**config.mk**
```make
export PLATFORM = sky130hd
export DESIGN_NAME = cpu_ctrl_fsm
export DESIGN_NICKNAME = d
export VERILOG_FILES = /design/src/rtl/cpu_ctrl_fsm.sv
export SDC_FILE = /design/constraint.sdc
export NUM_CORES = 1
export LEC_CHECK = 0
export CAP_MARGIN = 40
export CORE_MARGIN = 3
export CORE_UTILIZATION = 44
export CTS_BUF_LIST = sky130_fd_sc_hd__clkbuf_8
export CTS_CLUSTER_DIAMETER = 40
export DETAILED_ROUTE_END_ITERATION = 6
export HOLD_SLACK_MARGIN = 0.08
export PLACE_DENSITY = 0.88
export SLEW_MARGIN = 20
export SYNTH_ARGS = -nofsm -noshare
export SYNTH_HDL_FRONTEND = slang
export SYNTH_SLANG_ARGS = --single-unit
```
**constraint.sdc**
```tcl
create_clock -name clk -period 3.2 [get_ports clk]
set_input_delay 0.64 -clock clk [delete_from_list [all_inputs] [get_ports clk]]
set_output_delay 0.64 -clock clk [all_outputs]
set_load 0.01 [all_outputs]
```
**src/rtl/cpu_ctrl_fsm.sv**
```systemverilog
// -----------------------------------------------------------------------------
// cpu_ctrl_fsm
//   Moore control FSM for the simple RISC datapath. Sequences fetch, decode and
//   execute for MOV (imm/reg), MVN, ADD, CMP, AND, LDR, STR and HALT, and shares
//   the single RAM port between instruction fetch and data access. Only
//   ir[15:11] is decoded here; the datapath decodes register/immediate fields.
//
//   Optional feature macro: CTRL_PERF_EN (retired-instruction counter).
//
// Parameters
//   MEM_LAT    RAM read latency in cycles (1..7); mem_rd is held that long
//
// Ports
//   clk        in   rising-edge clock
//   rst        in   synchronous, active-high reset
//   start_pc   in   [7:0]  PC value loaded in the RESET state
//   ir         in   [15:0] instruction register contents
//   load_pc    out  PC load enable
//   pc_sel     out  1: PC <= start_pc, 0: PC <= PC + 1
//   load_ir    out  IR <= RAM read data
//   addr_sel   out  RAM address mux: 1 PC, 0 data-address register
//   load_addr  out  data-address register <= C[7:0]
//   mem_rd     out  RAM read strobe
//   mem_wr     out  RAM write strobe (write data = C)
//   reg_sel    out  [1:0] regfile index: 0 Rm, 1 Rd, 2 Rn
//   w_en       out  regfile write enable
//   load_a     out  A register enable
//   load_b     out  B register enable
//   load_c     out  C register enable
//   asel       out  1: ALU A input forced to 0
//   bsel       out  1: ALU B input = sximm5
//   vsel       out  [1:0] writeback mux: 0 C, 1 sximm8, 2 mdata
//   halted     out  high while in HALT
//   perf_cnt   out  [15:0] retired-instruction count (zero without CTRL_PERF_EN)
//
// Handshake: there is no valid/ready pairing here. Every strobe is a
//   single-level enable that the datapath acts on at the next rising edge;
//   mem_rd is held for MEM_LAT consecutive cycles and the read data is taken
//   (load_ir or vsel=2 with w_en) in the cycle right after the last one.
// -----------------------------------------------------------------------------
module cpu_ctrl_fsm #(
  parameter int MEM_LAT = 1
) (
  input  logic        clk,
  input  logic        rst,
  input  logic [7:0]  start_pc,
  input  logic [15:0] ir,
  output logic        load_pc,
  output logic        pc_sel,
  output logic        load_ir,
  output logic        addr_sel,
  output logic        load_addr,
  output logic        mem_rd,
  output logic        mem_wr,
  output logic [1:0]  reg_sel,
  output logic        w_en,
  output logic        load_a,
  output logic        load_b,
  output logic        load_c,
  output logic        asel,
  output logic        bsel,
  output logic [1:0]  vsel,
  output logic        halted,
  output logic [15:0] perf_cnt
);

  typedef enum logic [4:0] {
    S_RESET_HOLD,
    S_RESET,
    S_FETCH,
    S_LOAD_IR,
    S_DECODE,
    S_GET_A,
    S_GET_B,
    S_EXEC,
    S_WB,
    S_WB_IMM,
    S_ADDR,
    S_LOAD_ADDR,
    S_MEM_RD,
    S_WB_MEM,
    S_STR_B,
    S_STR_C,
    S_MEM_WR,
    S_HALT
  } state_t;

  localparam logic [4:0] OP_MOV_IMM = 5'b11010;
  localparam logic [4:0] OP_MOV_REG = 5'b11000;
  localparam logic [4:0] OP_MVN     = 5'b10111;
  localparam logic [4:0] OP_ADD     = 5'b10100;
  localparam logic [4:0] OP_CMP     = 5'b10101;
  localparam logic [4:0] OP_AND     = 5'b10110;
  localparam logic [4:0] OP_LDR     = 5'b01100;
  localparam logic [4:0] OP_STR     = 5'b10000;
  localparam logic [4:0] OP_HALT    = 5'b11100;

  // Reload value for the RAM wait down-counter.
  localparam logic [2:0] LAT_M1 = 3'(MEM_LAT - 1);

  state_t     state;
  state_t     state_next;
  logic [2:0] wait_cnt;

  logic [4:0] opcode;
  logic       is_move;   // MOV reg / MVN: ALU A input is zeroed
  logic       is_cmp;
  logic       is_mem;
  logic       is_ldr;

  // The datapath consumes the low instruction fields.
  logic unused_ir;
  assign unused_ir = ^ir[10:0];

  assign opcode  = ir[15:11];
  assign is_move = (opcode == OP_MOV_REG) || (opcode == OP_MVN);
  assign is_cmp  = (opcode == OP_CMP);
  assign is_ldr  = (opcode == OP_LDR);
  assign is_mem  = (opcode == OP_LDR) || (opcode == OP_STR);

  // State register and RAM wait counter. The counter is reloaded whenever a
  // RAM-read state is entered and counts down to zero while it is held.
  always_ff @(posedge clk) begin
    if (rst) begin
      state    <= S_RESET_HOLD;
      wait_cnt <= 3'd0;
    end else begin
      state <= state_next;
      if ((state_next != state) &&
          ((state_next == S_FETCH) || (state_next == S_MEM_RD))) begin
        wait_cnt <= LAT_M1;
      end else if (wait_cnt != 3'd0) begin
        wait_cnt <= wait_cnt - 3'd1;
      end
    end
  end

  // Next state and Moore outputs. The final rst override keeps every strobe
  // low for the whole of any cycle in which rst is high, including the cycle
  // in which rst is first raised while the old state is still registered.
  always_comb begin
    state_next = state;
    load_pc    = 1'b0;
    pc_sel     = 1'b0;
    load_ir    = 1'b0;
    addr_sel   = 1'b0;
    load_addr  = 1'b0;
    mem_rd     = 1'b0;
    mem_wr     = 1'b0;
    reg_sel    = 2'd0;
    w_en       = 1'b0;
    load_a     = 1'b0;
    load_b     = 1'b0;
    load_c     = 1'b0;
    asel       = 1'b0;
    bsel       = 1'b0;
    vsel       = 2'd0;
    halted     = 1'b0;

    case (state)
      S_RESET_HOLD: state_next = S_RESET;
      S_RESET: begin
        load_pc    = 1'b1;
        pc_sel     = 1'b1;
        state_next = S_FETCH;
      end
      S_FETCH: begin
        addr_sel = 1'b1;
        mem_rd   = 1'b1;
        if (wait_cnt == 3'd0) state_next = S_LOAD_IR;
      end
      S_LOAD_IR: begin
        load_ir    = 1'b1;
        load_pc    = 1'b1;
        state_next = S_DECODE;
      end
      S_DECODE: begin
        case (opcode)
          OP_MOV_IMM:                 state_next = S_WB_IMM;
          OP_MOV_REG, OP_MVN:         state_next = S_GET_B;
          OP_ADD, OP_CMP, OP_AND:     state_next = S_GET_A;
          OP_LDR, OP_STR:             state_next = S_GET_A;
          OP_HALT:                    state_next = S_HALT;
          default:                    state_next = S_FETCH;  // NOP
        endcase
      end
      S_GET_A: begin
        reg_sel    = 2'd2;
        load_a     = 1'b1;
        state_next = is_mem ? S_ADDR : S_GET_B;
      end
      S_GET_B: begin
        reg_sel    = 2'd0;
        load_b     = 1'b1;
        state_next = S_EXEC;
      end
      S_EXEC: begin
        load_c     = 1'b1;
        asel       = is_move;
        state_next = is_cmp ? S_FETCH : S_WB;
      end
      S_WB: begin
        reg_sel    = 2'd1;
        vsel       = 2'd0;
        w_en       = 1'b1;
        state_next = S_FETCH;
      end
      S_WB_IMM: begin
        reg_sel    = 2'd2;
        vsel       = 2'd1;
        w_en       = 1'b1;
        state_next = S_FETCH;
      end
      S_ADDR: begin
        bsel       = 1'b1;
        load_c     = 1'b1;
        state_next = S_LOAD_ADDR;
      end
      S_LOAD_ADDR: begin
        load_addr  = 1'b1;
        state_next = is_ldr ? S_MEM_RD : S_STR_B;
      end
      S_MEM_RD: begin
        mem_rd = 1'b1;
        if (wait_cnt == 3'd0) state_next = S_WB_MEM;
      end
      S_WB_MEM: begin
        reg_sel    = 2'd1;
        vsel       = 2'd2;
        w_en       = 1'b1;
        state_next = S_FETCH;
      end
      S_STR_B: begin
        reg_sel    = 2'd1;
        load_b     = 1'b1;
        state_next = S_STR_C;
      end
      S_STR_C: begin
        asel       = 1'b1;
        load_c     = 1'b1;
        state_next = S_MEM_WR;
      end
      S_MEM_WR: begin
        mem_wr     = 1'b1;
        state_next = S_FETCH;
      end
      S_HALT: begin
        halted     = 1'b1;
        state_next = S_HALT;
      end
      default: state_next = S_RESET_HOLD;
    endcase

    if (rst) begin
      load_pc   = 1'b0;
      pc_sel    = 1'b0;
      load_ir   = 1'b0;
      addr_sel  = 1'b0;
      load_addr = 1'b0;
      mem_rd    = 1'b0;
      mem_wr    = 1'b0;
      reg_sel   = 2'd0;
      w_en      = 1'b0;
      load_a    = 1'b0;
      load_b    = 1'b0;
      load_c    = 1'b0;
      asel      = 1'b0;
      bsel      = 1'b0;
      vsel      = 2'd0;
      halted    = 1'b0;
    end
  end

`ifdef CTRL_PERF_EN
  // An instruction retires when FETCH is entered from a completing state;
  // the entry from RESET starts the first instruction and is not counted.
  logic [15:0] perf_q;
  logic        retire;

  assign retire = (state_next == S_FETCH) && (state != S_FETCH) &&
                  (state != S_RESET);

  always_ff @(posedge clk) begin
    if (rst) begin
      perf_q <= 16'h0000;
    end else if (retire && (perf_q != 16'hFFFF)) begin
      perf_q <= perf_q + 16'h0001;
    end
  end

  assign perf_cnt = perf_q;
`else
  assign perf_cnt = 16'h0000;
`endif

endmodule

```
==> results.json, run 1 <==
{
  "area_growth_pct": 20.2,
  "gp_congestion": 0.893,
  "fin_skew_ns": 0.00247,
  "cts_root_buffer": "clkbuf_8",
  "drc_errors": 0,
  "syn_inst": 161,
  "cts_buffers": 3,
  "internal_power_uw": 438,
  "yosys_warnings": 0,
  "wire_per_inst_um": 13.0,
  "crit_required_ns": 2.56,
  "crit_top_cell": "clkdlybuf4s50_1",
  "via_per_inst": 5.72,
  "cap_violations": 0,
  "worstMarginPinSlew_ns": 0.707,
  "start_util_pct": 48.3,
  "diodes": 0,
  "power_leakage_uw": 0.000496,
  "ys_types": 49,
  "ir_drop_uv": 537,
  "relSlewSlack_pct": 52.8,
  "arrival_ns": 2.40,
  "io_pins": 60,
  "nets": 210,
  "async_reset_ff_share_pct": 0,
  "clk_latency_ns": 0.22,
  "layout_min_cycle_time_ns": 3.04,
  "syn-cell-area_mm2": 0.00112,
  "synth_edf_count": 0,
  "drtIter0Drc": 44,
  "fin_crit_sh_pct": 95.0,
  "p_sw_share_pct": 46.7,
  "core_mm2": 0.00232,
  "end_kind": "primary output",
  "synth_seq_area_share_pct": 14.3,
  "yosys.area.top_type": "dfxtp_1",
  "wirelength_mm": 2.71,
  "dieArea_mm2": 0.00319,
  "port_buffers": 24,
  "htreeDepth": 1,
  "comb_power_share_pct": 60.7,
  "tns_ns": 0,
  "cp_top_family": "buffers and inverters",
  "min_path_type": "reg2reg",
  "crit_slowest_cell": "clkdlybuf4s50_1",
  "grt_usage_pct": 16.7,
  "synth-main-ff-cell": "dfxtp_1",
  "ys_seq_elements": 8,
  "path_class": "in2out",
  "via_count": 1189,
  "cpPeakStageDelay_ns": 0.56,
  "drv_slew": 0,
  "rsz0062_at_grt": "false",
  "die_x_um": 56.5,
  "placed_cells": 205,
  "cts_hold_buf": 0,
  "finalHoldViolCount": 0,
  "outcome": "complete, no violations",
  "cts_tree": "built",
  "cts.path.max_buffers": 2,
  "finalSetupViolCount": 0,
  "hpwl_mm": 2.13,
  "power_frac_seq_pct": 25.1,
  "cts.clk_slew.worst_paths_ns": 0.04,
  "drtPass1Iterations": 4,
  "synth.top_cell.area_share_pct": 14.3,
  "antenna_found_initial": 0,
  "rows": 17,
  "die_h_um": 56.5,
  "path_cells": "clkdlybuf4s50_1, nor3b_2, nor2b_1, a31o_2, a21oi_1, nor3_1, clkdlybuf4s50_1",
  "grt_pass1_wl_mm": 4.45,
  "crit_fanout": 2,
  "first_global_vias": 1059,
  "overflow": 0,
  "crit_path_start_kind": "primary input",
  "ant_nets": 0,
  "fmaxAchievable_ghz": 0.329,
  "grt_max_degree": 21,
  "p_sw_uw": 384,
  "power_density_mw_per_mm2": 611,
  "ys_top_cells_by_area": "dfxtp_1, buf_4, nor2_1, a21oi_1, nand2_1",
  "fin_cells": 208,
  "pwr-share-clk_pct": 14.2,
  "numClockSinks": 8,
  "syn_avg_cell_area_um2": 6.96,
  "critPathBufInv": 2,
  "drive_gt1_share_pct": 10.0
}
## layout by cell type (no fill, tap or decap), types with 2 or more instances in the layout
master / count
nand3_1: 3
ha_1: 2
o21ai_0: 4
xnor2_1: 2
a21oi_1: 13
dfxtp_1: 8
conb_1: 16
nand2_1: 11
and3_1: 3
nor2_1: 18
clkbuf_8: 3
a2111oi_0: 2
mux2i_1: 2
clkdlybuf4s50_1: 24
nor2b_1: 3
buf_4: 6
a41oi_1: 2
nand2b_1: 6
o21ai_1: 2
nand3b_1: 2
a211oi_1: 3
nor3_1: 7
o211ai_1: 3
inv_1: 8
nor4_1: 4
## area by class of cell
class | instances | area, um2
clock buffer | 3 | 41.3
fill | 219 | 972
inverter | 9 | 33.8
multi-input combinational | 130 | 791
sequential | 8 | 160
tap | 28 | 35.0
timing repair buffer | 30 | 285
## worst paths after layout
kind,from,to,slack (ns),cells after the start
worst max-delay path,ir[14],asel,0.16,7
worst min-delay path,wait_cnt[2]$_SDFFE_PP0N_,wait_cnt[2]$_SDFFE_PP0N_,0.55,2
worst min register to register,wait_cnt[2]$_SDFFE_PP0N_,wait_cnt[2]$_SDFFE_PP0N_,0.55,2
worst max register to register,state[2]$_SDFF_PP0_,wait_cnt[0]$_SDFFE_PP0N_,0.79,7
## Yosys cell counts, types with 3 or more instances
| master | n |
|---|---|
| nand2_1 | 11 |
| buf_2 | 4 |
| and3_1 | 3 |
| buf_4 | 18 |
| nor2_1 | 18 |
| o21ai_0 | 4 |
| o211ai_1 | 3 |
| nor2b_1 | 3 |
| nor4_1 | 4 |
| nor3_1 | 7 |
| a21oi_1 | 13 |
| a211oi_1 | 3 |
| inv_1 | 8 |
| clkbuf_1 | 5 |
| dfxtp_1 | 8 |
| nand2b_1 | 6 |
| nand3_1 | 3 |
## flip-flops by register name, summed over array words and instances (netlist names)
name      flops
state         5
wait_cnt      3
## metal layers
| layer | up-vias | track usage, % | wire (um) |
|---|---|---|---|
| li1 | 587 | - | - |
| met1 | 528 | 19.9 | 1060 |
| met2 | 70 | 30.5 | 1340 |
| met3 | 4 | 3.68 | 272 |
| met4 | 0 | 3.05 | 36 |
| met5 | - | 0 | 0 |
## through the flow
step	power [uW]	hold WS (ns)	utilization, %	setup WS [ns]	cell area [um2]
2_1_floorplan	606	0.514	-	0.974	1180
3_3_place_gp	677	0.531	56.1	0.132	1300
3_5_place_dp	704	0.542	56.1	0.130	1300
4_1_cts	826	0.548	57.9	0.112	1340
5_1_grt	900	0.589	58.1	0.00381	1350
6_report	822	0.546	58.1	0.159	1350
## logic make-up after synthesis
kind of cell	count (synthesis)	synth area share, %
simple gates	68	33.2
compound gates	38	23.4
buf+inv	38	20.6
flops	8	14.3
xor+xnor	3	3.02
mux	3	3.02
fa+ha+maj	2	2.23
other cells	1	0.335
## power groups by stage
stage	clock [uW]	combinational [uW]	sequential, uW
finish	117	500	206
CTS	121	500	205
global route	127	559	214
floorplan	0	456	150
global placement	0	475	203
detailed placement	0	497	207
## tightest hold or removal path, cell delays in order (launching register included)
cell and delay, ns:
dfxtp_1 0.31, mux2i_1 0.13, a211oi_1 0.06
## repair_timing
action / CTS / global route
gates resized for setup: 0 / 1
buffers inserted: 0 / 0
setup endpoints to repair: 0 / 1
Power figures use the tool's default switching activity.
==> run 2, diff against run 1 <==
CORE_UTILIZATION = 37   (was 44)
CTS_CLUSTER_DIAMETER = not set   (was 40)
PLACE_DENSITY = 0.79   (was 0.88)
SKIP_LAST_GASP = 1   (was not set)
clock period = 2.5 ns   (was 3.2 ns; I/O delays follow)
==> run 2 against run 1 <==
  * Sequential power is 7% higher
  * Core utilization is 5.3 points lower
  * Count of clock-buffer cells in the layout stayed put
  * Highest routed layer unchanged
  * Sequential share of layout area is 1.2 points lower
  * Largest power group unchanged
==> results.json, run 2 (same netlist as run 1, synthesis figures left out) <==
{
  "cts_tree": "built",
  "htreeDepth": 1,
  "via_count": 1215,
  "finalHoldViolCount": 0,
  "cts.path.max_buffers": 2,
  "ant_nets": 0,
  "grt_usage_pct": 14.6,
  "hold_path_depth": 2,
  "cts_root_buffer": "clkbuf_8",
  "arrival_ns": 1.96,
  "min_path_type": "reg2reg",
  "power_leakage_uw": 0.000629,
  "layout_min_cycle_time_ns": 2.46,
  "drtIter0Drc": 41,
  "reg_top3": "state (5), wait_cnt (3)",
  "io_pins": 60,
  "fin_skew_ns": 0.00227,
  "fin_crit_sh_pct": 98.2,
  "wirelength_mm": 2.75,
  "crit_fanout": 12,
  "r2r_cells": 9,
  "whs_ns": 0.554,
  "start_util_pct": 39.6,
  "die_x_um": 61.0,
  "rows": 19,
  "path_class": "reg2out",
  "overflow": 0,
  "rsz0062_at_grt": "true",
  "finalSetupViolCount": 0,
  "grt_pass1_wl_mm": 4.17,
  "cts_buffers": 3,
  "port_buffers": 24,
  "hpwl_mm": 2.21,
  "fmaxAchievable_ghz": 0.407,
  "gp_congestion": 0.851,
  "fin_cells": 230,
  "end_kind": "primary output",
  "drc_errors": 0,
  "outcome": "complete, no violations",
  "die_h_um": 61.0,
  "clk_latency_ns": 0.22,
  "wire_per_inst_um": 11.9,
  "drtPass1Iterations": 4,
  "power_density_mw_per_mm2": 769,
  "cap_violations": 0,
  "layout.cells.most_common_list": "buf_4, nor2_1, conb_1, clkdlybuf4s50_1, a21oi_1",
  "crit_required_ns": 2.00,
  "grt_max_degree": 16,
  "via_per_inst": 5.28,
  "dieArea_mm2": 0.00372,
  "diodes": 0,
  "first_global_vias": 978,
  "final_common_cell": "buf_4",
  "tns_ns": 0,
  "core_mm2": 0.00283,
  "area_growth_pct": 33.4,
  "largest_register_ffs": 5,
  "drive_gt1_share_pct": 19.6,
  "antenna_found_initial": 0,
  "numClockSinks": 8,
  "largest-register": "state",
  "ir_drop_uv": 282,
  "cts.clk_slew.worst_paths_ns": 0.04,
  "nets": 229,
  "crit_path_start_kind": "flip-flop",
  "drv_slew": 0,
  "placed_cells": 225
}
## run 2: path summary, 6_finish.rpt
path / end / slack (ns) / start
max: bsel / 0.04 / state[3]$_SDFF_PP0_
min: wait_cnt[2]$_SDFFE_PP0N_ / 0.55 / wait_cnt[2]$_SDFFE_PP0N_
max reg2reg: wait_cnt[0]$_SDFFE_PP0N_ / 0.25 / state[1]$_SDFF_PP0_
min reg2reg: wait_cnt[2]$_SDFFE_PP0N_ / 0.55 / wait_cnt[2]$_SDFFE_PP0N_
## run 2: layer usage
metal  share of wire (%)  vias to the layer above  GRT usage, %
met5                   0                        -             0
met4                0.36                        0          4.02
met3                 6.2                        2          1.89
met2                  47                       49          26.6
met1                  46                      543          17.8
li1                    -                      621             -
## run 2: critical path, cell delays in order, from the launching register on
cell and delay [ns]:
dfxtp_1 0.60, nand2b_1 0.28, nor4_1 0.27, clkdlybuf4s50_1 0.58
## run 2: report_power, final
group	leakage [uW]	switching (uW)	total [uW]	internal [uW]
Combinational	0.000542	407	777	370
Clock	0.0000216	46.2	150	104
Sequential	0.0000656	52.3	221	169
## run 2: layout make-up
type	instances	area, um2
fill	284	1340
multi-input combinational	130	798
timing repair buffer	49	422
sequential	8	160
clock buffer	3	41.3
tap	31	38.8
inverter	9	33.8
## run 2: timing repair
action                                  in CTS  in global routing
hold buffers                                 0                  0
buffers inserted                             1                  1
pin swaps                                    0                  1
hold endpoints to repair                     0                  0
resized for setup                            9                  2
endpoints found under the setup margin      11                  3
## run 2: through the flow
| stage | setup WS (ns) | power, uW | utilization [%] | cell area, um2 |
|---|---|---|---|---|
| final | 0.0445 | 1150 | 52.8 | 1490 |
| after global routing | -0.0520 | 1240 | 52.8 | 1490 |
| after CTS | 0.0154 | 1150 | 52.3 | 1480 |
| after detailed placement | -0.329 | 993 | 50.6 | 1430 |
| after global placement | -0.308 | 975 | 50.6 | 1430 |
| after floorplan | 0.467 | 775 | - | 1180 |
==> run 3, diff against run 2 <==
REMOVE_ABC_BUFFERS = 1   (was not set)
==> run 3 against run 2 <==
  * Sequential power rose by 3%
  * Critical path type is now in2out
  * Register-to-register slack improved by 0.13 ns
  * Maximum frequency rose by 4.0%
==> results.json, run 3 (same netlist as run 1, synthesis figures left out) <==
{
  "internal_power_uw": 645,
  "tns_ns": 0,
  "reg_top3": "state (5), wait_cnt (3)",
  "gp_congestion": 0.822,
  "power_uw": 1160,
  "cts_buffers": 3,
  "fmaxAchievable_ghz": 0.423,
  "grt_pass1_wl_mm": 4.37,
  "placed_cell_area_mm2": 0.00141,
  "rows": 19,
  "cap_violations": 0,
  "grt_usage_pct": 15.0,
  "p_sw_uw": 510,
  "whs_ns": 0.570,
  "largest_register_ffs": 5,
  "wire_per_inst_um": 12.1,
  "port_buffers": 24,
  "via_per_inst": 5.26,
  "diodes": 0,
  "drive_gt1_share_pct": 19.3,
  "fin_crit_sh_pct": 94.5,
  "crit_path_start_kind": "primary input",
  "cts_hold_buf": 0,
  "antenna_found_initial": 0,
  "ant_nets": 0,
  "numClockSinks": 8,
  "grt_max_degree": 17,
  "stdcell_area_mm2": 0.00147,
  "end_kind": "primary output",
  "reg2reg_slack_ns": 0.38,
  "die_x_um": 61.0,
  "final.fill_count": 282,
  "fin_skew_ns": 0.00277,
  "cts.clk_slew.worst_paths_ns": 0.04,
  "path_class": "in2out",
  "fin_util_pct": 52.1,
  "cts_root_buffer": "clkbuf_8",
  "power_density_mw_per_mm2": 784,
  "drtPass1Iterations": 4,
  "min_path_type": "reg2reg",
  "via_count": 1174,
  "cts.path.max_buffers": 2,
  "crit_required_ns": 2.00,
  "layout.cells.most_common_list": "clkdlybuf4s50_1, buf_4, nor2_1, conb_1, a21oi_1",
  "core_mm2": 0.00283,
  "p_sw_share_pct": 44.2,
  "layout_min_cycle_time_ns": 2.36,
  "drtIter0Drc": 55,
  "start_util_pct": 39.6,
  "pwr-share-clk_pct": 13.5,
  "clk_latency_ns": 0.23,
  "power_leakage_uw": 0.000604,
  "die_h_um": 61.0,
  "dieArea_mm2": 0.00372,
  "drc_errors": 0,
  "first_global_vias": 1004,
  "power_frac_seq_pct": 19.7,
  "nets": 222,
  "htreeDepth": 1,
  "largest-register": "state",
  "arrival_ns": 1.86,
  "outcome": "complete, no violations",
  "cts_tree": "built",
  "crit_fanout": 3,
  "overflow": 0,
  "hpwl_mm": 2.10,
  "finalSetupViolCount": 0,
  "drv_slew": 0,
  "wirelength_mm": 2.69,
  "area_growth_pct": 31.6,
  "rsz0062_at_grt": "true",
  "ir_drop_uv": 288,
  "io_pins": 60,
  "finalHoldViolCount": 0,
  "post_cts_buffers": 0,
  "comb_power_share_pct": 66.8
}
-- run 3: changes by cell type in the layout (fill, tap and decap cells not counted), moves of 2 or more --
cell	before	now
dfxtp_1	8	5
dfxtp_2	0	3
buf_4	25	17
dlygate4sd2_1	7	5
-- run 3: per-layer routing --
layer,GRT usage [%],vias up,wire (um),part of all wire [%]
met2,26.0,46,1310,49
met5,0,-,0,0
met4,3.41,0,15,0.56
li1,-,606,-,-
met3,2.10,2,165,6.1
met1,19.7,520,1200,44
-- run 3: path summary, 6_finish.rpt --
| kind | startpoint | end | cells after the start |
|---|---|---|---|
| worst min-delay path | wait_cnt[2]$_SDFFE_PP0N_ | wait_cnt[2]$_SDFFE_PP0N_ | 2 |
| worst min register to register | wait_cnt[2]$_SDFFE_PP0N_ | wait_cnt[2]$_SDFFE_PP0N_ | 2 |
| worst max-delay path | ir[13] | asel | 7 |
| worst max register to register | state[0]$_SDFF_PP0_ | wait_cnt[0]$_SDFFE_PP0N_ | 8 |
-- run 3: power groups by stage --
stage	Clock (uW)	Combinational [uW]	Sequential (uW)
after CTS	160	768	225
after global placement	0	748	225
after detailed placement	0	761	226
after global routing	165	861	235
after floorplan	0	449	252
final	156	771	228
-- run 3: repair_timing --
item	in CTS	in global routing
pin swaps	0	1
endpoints found under the setup margin	14	8
endpoints found under the hold margin	0	0
gates resized for setup	10	8
-- run 3: worst max-delay path, stage by stage --
cell and delay, ns:
clkdlybuf4s50_1 0.45, nor3b_2 0.19, nor2b_1 0.15, a31o_2 0.11
a21oi_1 0.06, nor3_1 0.14, clkdlybuf4s15_1 0.26
-- run 3: per-stage QoR --
| step | setup WS, ns | instances |
|---|---|---|
| 2_1_floorplan | 0.388 | 147 |
| 3_5_place_dp | -0.273 | 220 |
| 5_1_grt | -0.0189 | 223 |
| 6_report | 0.138 | 223 |
| 3_3_place_gp | -0.248 | 220 |
| 4_1_cts | -0.00408 | 223 |
-- run 3: layout make-up --
type / count / area (um2) / area share [%]
timing repair buffer: 42 / 384 / 26.1
multi-input combinational: 130 / 812 / 55.1
tap: 31 / 38.8 / 2.63
sequential: 8 / 164 / 11.1
inverter: 9 / 33.8 / 2.29
clock buffer: 3 / 41.3 / 2.80
